===== config.mk =====
export PLATFORM = sky130hd
export DESIGN_NAME = row_shifter
export DESIGN_NICKNAME = d
export VERILOG_FILES = /design/src/rtl/row_shifter.sv
export SDC_FILE = /design/constraint.sdc
export NUM_CORES = 1
export LEC_CHECK = 0
export CORE_UTILIZATION = 29
export CTS_CLUSTER_SIZE = 25
export DETAILED_ROUTE_END_ITERATION = 16
export PLACE_DENSITY = 0.59
export SYNTH_ARGS = -nofsm -noshare
export SYNTH_HDL_FRONTEND = slang
export SYNTH_SLANG_ARGS = --single-unit
export TNS_END_PERCENT = 5

===== constraint.sdc =====
create_clock -name clk -period 1.81 [get_ports clk]
set_input_delay 0.362 -clock clk [delete_from_list [all_inputs] [get_ports clk]]
set_output_delay 0.362 -clock clk [all_outputs]
set_load 0.05 [all_outputs]

===== src/rtl/row_shifter.sv =====
// row_shifter: fetches one 24-bit RGB row from a synchronous-read buffer.
// It shifts the row MSB first to an LED column driver on sdOut/sclk.
// It then pulses latch and waits in FILLED until the row selector
// acknowledges with rowAdvance. The acknowledge moves on to the next row.
//
// Ports
//   clk        system clock, all logic on the rising edge
//   reset      synchronous active-high reset
//   run        level; while high, rows are loaded back to back
//   rowData    {R,G,B} for rowAddr, valid one cycle after rowAddr changes
//   rowAdvance row-selector acknowledge, honoured only in FILLED
//   rowAddr    row being fetched/shifted
//   sdOut      serial column data, stable while sclk is high
//   sclk       shift clock, driver samples sdOut on its rising edge
//   latch      column-driver latch strobe
//   isFilled   row shifted and latched, awaiting rowAdvance
//   busy       high in every state except IDLE
//
// state    | meaning
// ---------+------------------------------------------------------------
// IDLE     | stopped, waiting for run
// FETCH    | 2 cycles: address settles, then rowData is captured
// SHIFT_LO | sclk low, sdOut presents the next bit
// SHIFT_HI | sclk high, driver samples sdOut
// LATCH    | latch strobe held high for LATCH_CYCLES
// FILLED   | row displayed-ready, waiting for rowAdvance
module row_shifter #(
  parameter int SCLK_HALF    = 2,
  parameter int LATCH_CYCLES = 30
) (
  input  logic        clk,
  input  logic        reset,
  input  logic        run,
  input  logic [23:0] rowData,
  input  logic        rowAdvance,
  output logic [2:0]  rowAddr,
  output logic        sdOut,
  output logic        sclk,
  output logic        latch,
  output logic        isFilled,
  output logic        busy
);

  // The delay counter holds (duration - 1), so it must reach MAX_DLY - 1.
  localparam int MAX_DLY = (SCLK_HALF > LATCH_CYCLES) ? SCLK_HALF : LATCH_CYCLES;
  localparam int DLY_W   = (MAX_DLY > 1) ? $clog2(MAX_DLY) : 1;
  localparam logic [DLY_W-1:0] SCLK_RELOAD  = DLY_W'(SCLK_HALF - 1);
  localparam logic [DLY_W-1:0] LATCH_RELOAD = DLY_W'(LATCH_CYCLES - 1);

  typedef enum logic [2:0] {
    S_IDLE,
    S_FETCH,
    S_SHIFT_LO,
    S_SHIFT_HI,
    S_LATCH,
    S_FILLED
  } state_t;

  state_t           state_q, state_d;
  logic             fetch2_q, fetch2_d;
  logic [23:0]      shreg_q, shreg_d;
  logic [4:0]       bitcnt_q, bitcnt_d;
  logic [DLY_W-1:0] dly_q, dly_d;
  logic [2:0]       row_q, row_d;

  always_ff @(posedge clk) begin
    if (reset) begin
      state_q  <= S_IDLE;
      fetch2_q <= 1'b0;
      shreg_q  <= '0;
      bitcnt_q <= '0;
      dly_q    <= '0;
      row_q    <= '0;
    end else begin
      state_q  <= state_d;
      fetch2_q <= fetch2_d;
      shreg_q  <= shreg_d;
      bitcnt_q <= bitcnt_d;
      dly_q    <= dly_d;
      row_q    <= row_d;
    end
  end

  always_comb begin
    state_d  = state_q;
    fetch2_d = fetch2_q;
    shreg_d  = shreg_q;
    bitcnt_d = bitcnt_q;
    dly_d    = dly_q;
    row_d    = row_q;

    case (state_q)
      S_IDLE: begin
        if (run) begin
          state_d  = S_FETCH;
          fetch2_d = 1'b0;
        end
      end

      // First cycle lets the buffer's registered read catch up with rowAddr.
      S_FETCH: begin
        if (fetch2_q) begin
          shreg_d  = rowData;
          bitcnt_d = 5'd23;
          dly_d    = SCLK_RELOAD;
          fetch2_d = 1'b0;
          state_d  = S_SHIFT_LO;
        end else begin
          fetch2_d = 1'b1;
        end
      end

      S_SHIFT_LO: begin
        if (dly_q == '0) begin
          dly_d   = SCLK_RELOAD;
          state_d = S_SHIFT_HI;
        end else begin
          dly_d = dly_q - 1'b1;
        end
      end

      // Shift only when leaving the high phase so sdOut cannot move under sclk=1.
      S_SHIFT_HI: begin
        if (dly_q == '0) begin
          shreg_d = {shreg_q[22:0], 1'b0};
          if (bitcnt_q != 5'd0) begin
            bitcnt_d = bitcnt_q - 5'd1;
            dly_d    = SCLK_RELOAD;
            state_d  = S_SHIFT_LO;
          end else begin
            dly_d   = LATCH_RELOAD;
            state_d = S_LATCH;
          end
        end else begin
          dly_d = dly_q - 1'b1;
        end
      end

      S_LATCH: begin
        if (dly_q == '0) begin
          state_d = S_FILLED;
        end else begin
          dly_d = dly_q - 1'b1;
        end
      end

      S_FILLED: begin
        if (rowAdvance) begin
          row_d    = row_q + 3'd1;
          fetch2_d = 1'b0;
          state_d  = run ? S_FETCH : S_IDLE;
        end
      end

      default: state_d = S_IDLE;
    endcase
  end

  // After 24 shifts the register is all zeros, so sdOut idles low.
  assign rowAddr  = row_q;
  assign sdOut    = shreg_q[23];
  assign sclk     = (state_q == S_SHIFT_HI);
  assign latch    = (state_q == S_LATCH);
  assign isFilled = (state_q == S_FILLED);
  assign busy     = (state_q != S_IDLE);

endmodule


==> out/qor.csv, run 1 <==
metric,value,unit
number of synthesized flops with an enable pin,0,
Critical Path AT,2030,ps
"Clk pin slew, worst setup/hold paths",90,ps
via count,2115,
Slew Limit Headroom,79.71,%
crit-path max FO,2,
synth warn,0,
DIE AREA,7676,sq um
"count leader, synth",nand2_1,
# IOs,36,
RSZ-0062 raised after global routing,yes,
CTS Hold Bufs,0,
CTS Buffer Depth,2,
asr flop ratio synth,0,%
crit start category,flip-flop,
Tot Pwr,2.490,mW
Skew-Pair Late Insertion Delay,300,ps
synth top area cells,"dfxtp_1, nand2_1, a311oi_1",
skew final,6.107,ps
mean post-synth cell area,7.992,sq um
core area,6944,sq um
dpl hpwl,3.550,mm
Power Density,843.6,nW/um^2
Row Count,30,
Cells after Synth,266,
Antenna Nets Post-Route,0,
Final min period,1835,ps
period utilization,101.4,%
DR vias/cell,5.222,
root buffer cell,clkbuf_8,
# DRC,0,
final setup margin,-25.06,ps
synthesized flop and latch total,41,
GRT Overall Usage,14.66,%
Main synth FF type,dfxtp_1,
TritonCTS Buffers,5,
Worst EP required,2000,ps
Synth top area share,38.61,%
Worst-Margin Slew,303.8,ps
TritonCTS clock tree,yes,
mapped cell area,2126,sq um
Max-cap violations,0,
starting density of the core,30.61,%
Hold Path Class,reg -> reg,
critical path class,reg -> reg,
vias in the first global route,1863,
syn_nets,297,
Worst VDD drop,0.0003481,V
Synth area leader,dfxtp_1,
Nets,339,
drt first-iter violations,164,
Peak Freq,544.9,MHz
Final Hold Viols,0,
Routed WL,5.460,mm
count of port buffers added during placement,35,
fin. max-slew vios,0,
status,finished with violations,
# clock sinks,41,
first-pass GRT wire length,8.942,mm
layout cells sized above 1,20.39,%
H-Tree Depth,2,
drt pass-1 iters,4,
synth cell count leaders,"nand2_1, dfxtp_1, a21oi_1",
initial antenna violation count,0,
LEAKAGE,1.097,nW
Die X-Extent,87.62,um
final-report setup violation count,1,
sequential area share after synthesis,38.61,%
failing checks,setup timing,
Netlist cell types,47,
DR WL/cell,13.48,um
routability cong.,0.7487,
pin count of the biggest net entering global routing,27,
synthesis-to-finish area growth,38.85,%
Place WS,-49.58,ps
Setup crit end kind,flip-flop,
die height,87.62,um
number of diodes,0,
grt ovf,0,
[registers in the layout, indices dropped and copies added (netlist names)]
signal    cells
dly_q         5
shreg_q      24
bitcnt_q      5
state_q       3
rowAddr       3
fetch2_q      1
[worst max-delay path, cell delays in order, from the launching register on]
cell and delay, ps:
dfxtp_2 330, inv_2 70, ha_4 140, or4b_4 490, a221oi_4 320, nor4_1 70
a311o_1 310
[per-layer routing]
metal / up-vias / GRT usage, % / wire length (um)
met5: - / 0 / 0
met4: 0 / 3.577 / 48
met3: 5 / 3.016 / 202
met2: 35 / 23.58 / 2562
met1: 1019 / 20.14 / 2645
li1: 1056 / - / -
[kinds of logic after synthesis]
kind of cell    count (synthesis)  share of synthesized area (%)
compound gates                 84                          27.31
xor+xnor                        4                          1.648
fa+ha+maj                       3                          1.766
buf+inv                        33                          6.356
flops                          41                          38.61
mux                             1                         0.4709
simple gates                  100                          23.84
[power breakdown]
part | internal [mW] | switching [mW]
clock network | 0.413 | 0.350
registers | 0.961 | 0.0372
logic | 0.370 | 0.358
total | 1.74 | 0.746
[timing repair]
item                       4_1_cts  5_1_grt
buffers inserted                 4        0
resized for setup                7        8
setup endpoints to repair        3       16
pin swaps                        4        1
[stage by stage]
stage / hold slack (ps) / instance area [sq um] / util (%) / cells / TNS, ps
global placement: 464.2 / 2741 / 39.48 / 393 / 0
detailed placement: 469.8 / 2741 / 39.48 / 393 / -49.58
finish: 480.2 / 2952 / 42.50 / 405 / -25.06
CTS: 481.0 / 2918 / 42.02 / 405 / -28.09
floorplan: 441.0 / 2145 / - / 266 / 0
global route: 498.9 / 2952 / 42.50 / 405 / -132.5
[layout make-up]
cell class	count	area, sq um
Timing Repair Buffer	61	616.8
Tap cell	96	120.1
Multi-Input combinational cell	192	1245
Inverter	7	31.28
Fill cell	709	3993
Clock buffer	5	68.82
Sequential cell	41	823.3
Clock inverter	3	46.29
[path summary, 6_finish.rpt]
| kind | start | endpoint | slack, ps | depth (start not counted) |
|---|---|---|---|---|
| worst max-delay path | dly_q[0] | dly_q[2] | -30 | 6 |
| worst min-delay path | shreg_q[0] | shreg_q[1] | 480 | 2 |
| worst max register to register | dly_q[0] | dly_q[2] | -30 | 6 |
| worst min register to register | shreg_q[0] | shreg_q[1] | 480 | 2 |
[layout by cell type, fill, tap and decap left out, types with 4 or more instances in the layout]
master,Yosys,routed
nor2_1,4,4
dfxtp_1,41,39
a311oi_1,24,24
nand3_1,4,4
buf_4,0,26
nor2b_1,6,5
a21oi_1,36,36
buf_12,0,7
nand2_1,56,56
nor3_1,6,6
o21ai_0,4,4
clkbuf_8,0,5
clkdlybuf4s50_1,0,27
Note: power is estimated with default switching activity, not from simulation.
==> inputs of run 2 (changes only) <==
TNS_END_PERCENT = unset   (was 5)
==> out/qor.csv, run 2 (synthesis results as in run 1) <==
metric,value,unit,change
H-Tree Depth,2,,unchanged
Final Hold Viols,0,,unchanged
LEAKAGE,1.135,nW,was 1.097 nW
DIE AREA,7676,sq um,unchanged
final setup margin,-14.28,ps,was -25.06 ps
crit-path max FO,2,,unchanged
Critical Path AT,2020,ps,was 2030 ps
layout cells sized above 1,23.81,%,was 20.39%
Finished Layout Cells,411,,was 405
most frequent cells in the layout,"nand2_1, dfxtp_1, a21oi_1",,unchanged
fill count,696,,was 709
pin count of the biggest net entering global routing,27,,unchanged
Hold Path Class,reg -> reg,,unchanged
Final min period,1824,ps,was 1835 ps
Worst Hold Depth,2,,unchanged
Die X-Extent,87.62,um,unchanged
CTS Hold Bufs,0,,unchanged
Max-cap violations,0,,unchanged
vias in the first global route,1863,,unchanged
routability cong.,0.7487,,unchanged
CP Depth,6,,unchanged
critical path class,reg -> reg,,unchanged
post-placement cell count,393,,unchanged
TritonCTS Buffers,5,,unchanged
first-pass GRT wire length,8.942,mm,unchanged
CTS Buffer Depth,2,,unchanged
Setup crit end kind,flip-flop,,unchanged
"Clk pin slew, worst setup/hold paths",90,ps,about the same
dpl hpwl,3.550,mm,unchanged
worst-path cell with the longest stage delay,or4b_4,,unchanged
crit-path cells,inv_2 -> ha_4 -> or4b_4 -> a221oi_4 -> nor4_1 -> a311o_1,,unchanged
die height,87.62,um,unchanged
R2R depth,6,,unchanged
max FFs per register,24,,unchanged
period utilization,100.8,%,was 101.4%
Worst-Margin Slew,294.1,ps,was 303.8 ps
fin. max-slew vios,0,,unchanged
status,finished with violations,,unchanged
crit-path max cell delay,490,ps,about the same
"most common cell after layout, fill and taps aside",nand2_1,,unchanged
skew final,4.785,ps,was 6.107 ps
Power Density,849.2,nW/um^2,was 843.6 nW/um^2
multi-input logic area,1276,sq um,was 1245 sq um
# clock sinks,41,,unchanged
RSZ-0062 raised after global routing,yes,,unchanged
DR vias/cell,5.200,,was 5.222
Peak Freq,548.2,MHz,was 544.9 MHz
Worst EP required,2000,ps,about the same
number of diodes,0,,unchanged
Nets,345,,was 339
starting density of the core,30.61,%,unchanged
via count,2137,,was 2115
failing checks,setup timing,,unchanged
root buffer cell,clkbuf_8,,unchanged
drt first-iter violations,161,,was 164
core area,6944,sq um,unchanged
final-report setup violation count,1,,unchanged
Worst Path Buf+Inv,1,,unchanged
drt pass-1 iters,4,,unchanged
count of port buffers added during placement,35,,unchanged
total negative slack,-14.28,ps,was -25.06 ps
Routed WL,5.725,mm,was 5.460 mm
initial antenna violation count,0,,unchanged
Row Count,30,,unchanged
crit start category,flip-flop,,unchanged
DR WL/cell,13.93,um,was 13.48 um
Largest Register,shreg_q,,unchanged
GRT Overall Usage,14.66,%,unchanged
synthesis-to-finish area growth,44.08,%,was 38.85%
TritonCTS clock tree,yes,,unchanged
Skew-Pair Late Insertion Delay,300,ps,about the same
grt ovf,0,,unchanged
Seq. cell area,823.3,sq um,unchanged
# DRC,0,,unchanged
# IOs,36,,unchanged
Largest regs,"shreg_q x24, bitcnt_q x5, dly_q x5",,unchanged
Antenna Nets Post-Route,0,,unchanged
Slew Limit Headroom,80.12,%,was 79.71%
CP top delay family,compound AO/OA/AOI/OAI gates,,unchanged
Worst VDD drop,0.0003621,V,was 0.0003481 V
-- run 2: metal layers --
metal / vias to the layer above / global-route usage [%] / routed length, um
met5: - / 0 / 0
li1: 1069 / - / -
met4: 0 / 3.577 / 48
met3: 5 / 3.016 / 206
met1: 1025 / 20.14 / 2753
met2: 38 / 23.58 / 2716
-- run 2: worst register-to-register path, stage by stage, from the launching register on --
cell and delay [ps]:
dfxtp_2 330, inv_2 70, ha_4 140, or4b_4 490
a221oi_4 310, nor4_1 70, a311o_1 310
-- run 2: report_power, final --
| part | total, mW | internal, mW | switching (mW) |
|---|---|---|---|
| clock | 0.766 | 0.413 | 0.353 |
| sequential | 0.999 | 0.961 | 0.0376 |
| combinational | 0.836 | 0.445 | 0.390 |
-- run 2: area by class of cell --
cell class                      count  area share [%]
Inverter                            7           1.021
Clock buffer                        5           2.247
Tap cell                           96           3.922
Sequential cell                    41           26.88
Clock inverter                      3           1.511
Multi-Input combinational cell    192           41.67
Timing Repair Buffer               67           22.75
-- run 2: final timing paths --
kind / startpoint / endpoint / slack (ps)
max: dly_q[0] / dly_q[2] / -10
min: shreg_q[2] / shreg_q[3] / 480
max reg2reg: dly_q[0] / dly_q[2] / -10
min reg2reg: shreg_q[2] / shreg_q[3] / 480
-- run 2: stage by stage --
step                util, %  worst slack [ps]  instance area, sq um  hold slack, ps  power (mW)
global route          44.11            -94.33                  3063           498.9       2.734
finish                44.11            -14.28                  3063           478.7       2.601
CTS                   42.02            -28.09                  2918           481.0       2.485
floorplan                 -             9.486                  2145           441.0       1.408
global placement      39.48             20.64                  2741           464.2       1.656
detailed placement    39.48            -49.58                  2741           469.8       1.667
-- run 2: timing repair --
action	4_1_cts	5_1_grt
gates resized for setup	7	16
pin swaps	4	3
setup endpoints to repair	3	16
buffers inserted	4	3
cloned	0	3
==> inputs of run 3 (changes only) <==
REMOVE_ABC_BUFFERS = 1   (was unset)
==> out/qor.csv, run 3 (synthesis results as in run 1) <==
metric,value,unit,change
status,finished with violations,,unchanged
failing checks,setup timing,,unchanged
Worst EP required,2000,ps,about the same
crit start category,flip-flop,,unchanged
skew final,7.394,ps,was 4.785 ps
first-pass GRT wire length,8.997,mm,was 8.942 mm
Hold Path Origin,shreg_q[7],,was shreg_q[2]
initial antenna violation count,0,,unchanged
CTS Buffer Depth,2,,unchanged
Peak Freq,534.5,MHz,was 548.2 MHz
Worst VDD drop,0.0002803,V,was 0.0003621 V
period utilization,103.4,%,was 100.8%
# IOs,36,,unchanged
Place WS,-65.05,ps,was -49.58 ps
"most common cell after layout, fill and taps aside",nand2_1,,unchanged
final-report setup violation count,1,,unchanged
core area,6944,sq um,unchanged
die height,87.62,um,unchanged
grt ovf,0,,unchanged
Setup crit end kind,flip-flop,,unchanged
starting density of the core,30.61,%,unchanged
Power Density,797.1,nW/um^2,was 849.2 nW/um^2
# clock sinks,41,,unchanged
Largest Register,shreg_q,,unchanged
TritonCTS Buffers,5,,unchanged
launching point of the worst reg2reg path,dly_q[0],,unchanged
Setup crit start,dly_q[0],,unchanged
fin. max-slew vios,0,,unchanged
Hold Path Class,reg -> reg,,unchanged
Final Hold Viols,0,,unchanged
crit-path max FO,3,,was 2
vias in the first global route,1909,,was 1863
synthesis-to-finish area growth,38.14,%,was 44.08%
Nets,341,,was 345
Critical Path AT,2060,ps,was 2020 ps
GRT Overall Usage,14.69,%,was 14.66%
Max-cap violations,0,,unchanged
final setup margin,-61.00,ps,was -14.28 ps
count of port buffers added during placement,35,,unchanged
Layout Utilization,42.29,%,was 44.11%
Routed WL,5.249,mm,was 5.725 mm
via count,2063,,was 2137
max FFs per register,24,,unchanged
Die X-Extent,87.62,um,unchanged
DIE AREA,7676,sq um,unchanged
number of diodes,0,,unchanged
Worst-Margin Slew,341.8,ps,was 294.1 ps
routability cong.,0.7561,,was 0.7487
pin count of the biggest net entering global routing,32,,was 27
DR WL/cell,12.90,um,was 13.93 um
TritonCTS clock tree,yes,,unchanged
dpl hpwl,3.605,mm,was 3.550 mm
Row Count,30,,unchanged
Largest regs,"shreg_q x24, bitcnt_q x5, dly_q x5",,unchanged
Antenna Nets Post-Route,0,,unchanged
H-Tree Depth,2,,unchanged
critical path class,reg -> reg,,unchanged
drt pass-1 iters,4,,unchanged
root buffer cell,clkbuf_8,,unchanged
"Clk pin slew, worst setup/hold paths",90,ps,about the same
# DRC,0,,unchanged
most frequent cells in the layout,"nand2_1, dfxtp_1, a21oi_1",,unchanged
Skew-Pair Late Insertion Delay,300,ps,about the same
LEAKAGE,1.100,nW,was 1.135 nW
DR vias/cell,5.069,,was 5.200
Final min period,1871,ps,was 1824 ps
Slew Limit Headroom,77.22,%,was 80.12%
RSZ-0062 raised after global routing,yes,,unchanged
layout cells sized above 1,21.54,%,was 23.81%
drt first-iter violations,119,,was 161
-- run 3: worst paths after layout --
check                to  slack (ps)  cells after the start
max            dly_q[2]         -60                      6
min          shreg_q[8]         470                      2
max reg2reg    dly_q[2]         -60                      6
min reg2reg  shreg_q[8]         470                      2
-- run 3: layout make-up --
class	count	area [sq um]
fill	707	4008
clock inverter	3	25.02
timing repair buffer	63	619.3
inverter	7	31.28
sequential	41	824.5
multi-input combinational	192	1247
tap	96	120.1
clock buffer	5	68.82
-- run 3: critical path: stages, from the launching register on --
cell and delay (ps):
dfxtp_2 330, inv_2 60, ha_4 130, or4b_4 500, a221oi_4 350, nor4_2 70
a311o_1 320
-- run 3: per-stage QoR --
stage	std cells	hold WS (ps)	setup TNS [ps]	power, mW	area (sq um)
floorplan	240	431.1	-23350	1.354	2017
CTS	407	477.2	-46.69	2.340	2890
finish	407	471.8	-61.00	2.341	2937
detailed placement	398	469.1	-65.05	1.657	2748
global placement	398	463.8	-14.53	1.652	2748
global route	407	490.4	-121.9	2.470	2937
-- run 3: what timing repair did --
item                                    4_1_cts  5_1_grt
endpoints found under the setup margin        2       28
setup buffers                                 1        0
resized for setup                            10       10
pin swaps                                     5        4
cloned                                        0        0
hold buffers                                  0        0
-- run 3: per-layer routing --
metal	global-route usage, %	share of wire (%)	vias up
li1	-	-	1056
met1	20.56	50	960
met2	22.87	45	40
met3	3.016	3.6	7
met4	4.173	1.2	0
met5	0	0	-
-- run 3: power breakdown --
group          leakage [nW]  switching (mW)  internal, mW
sequential            0.334          0.0359         0.962
clock                0.0447           0.363         0.279
combinational         0.721           0.345         0.356
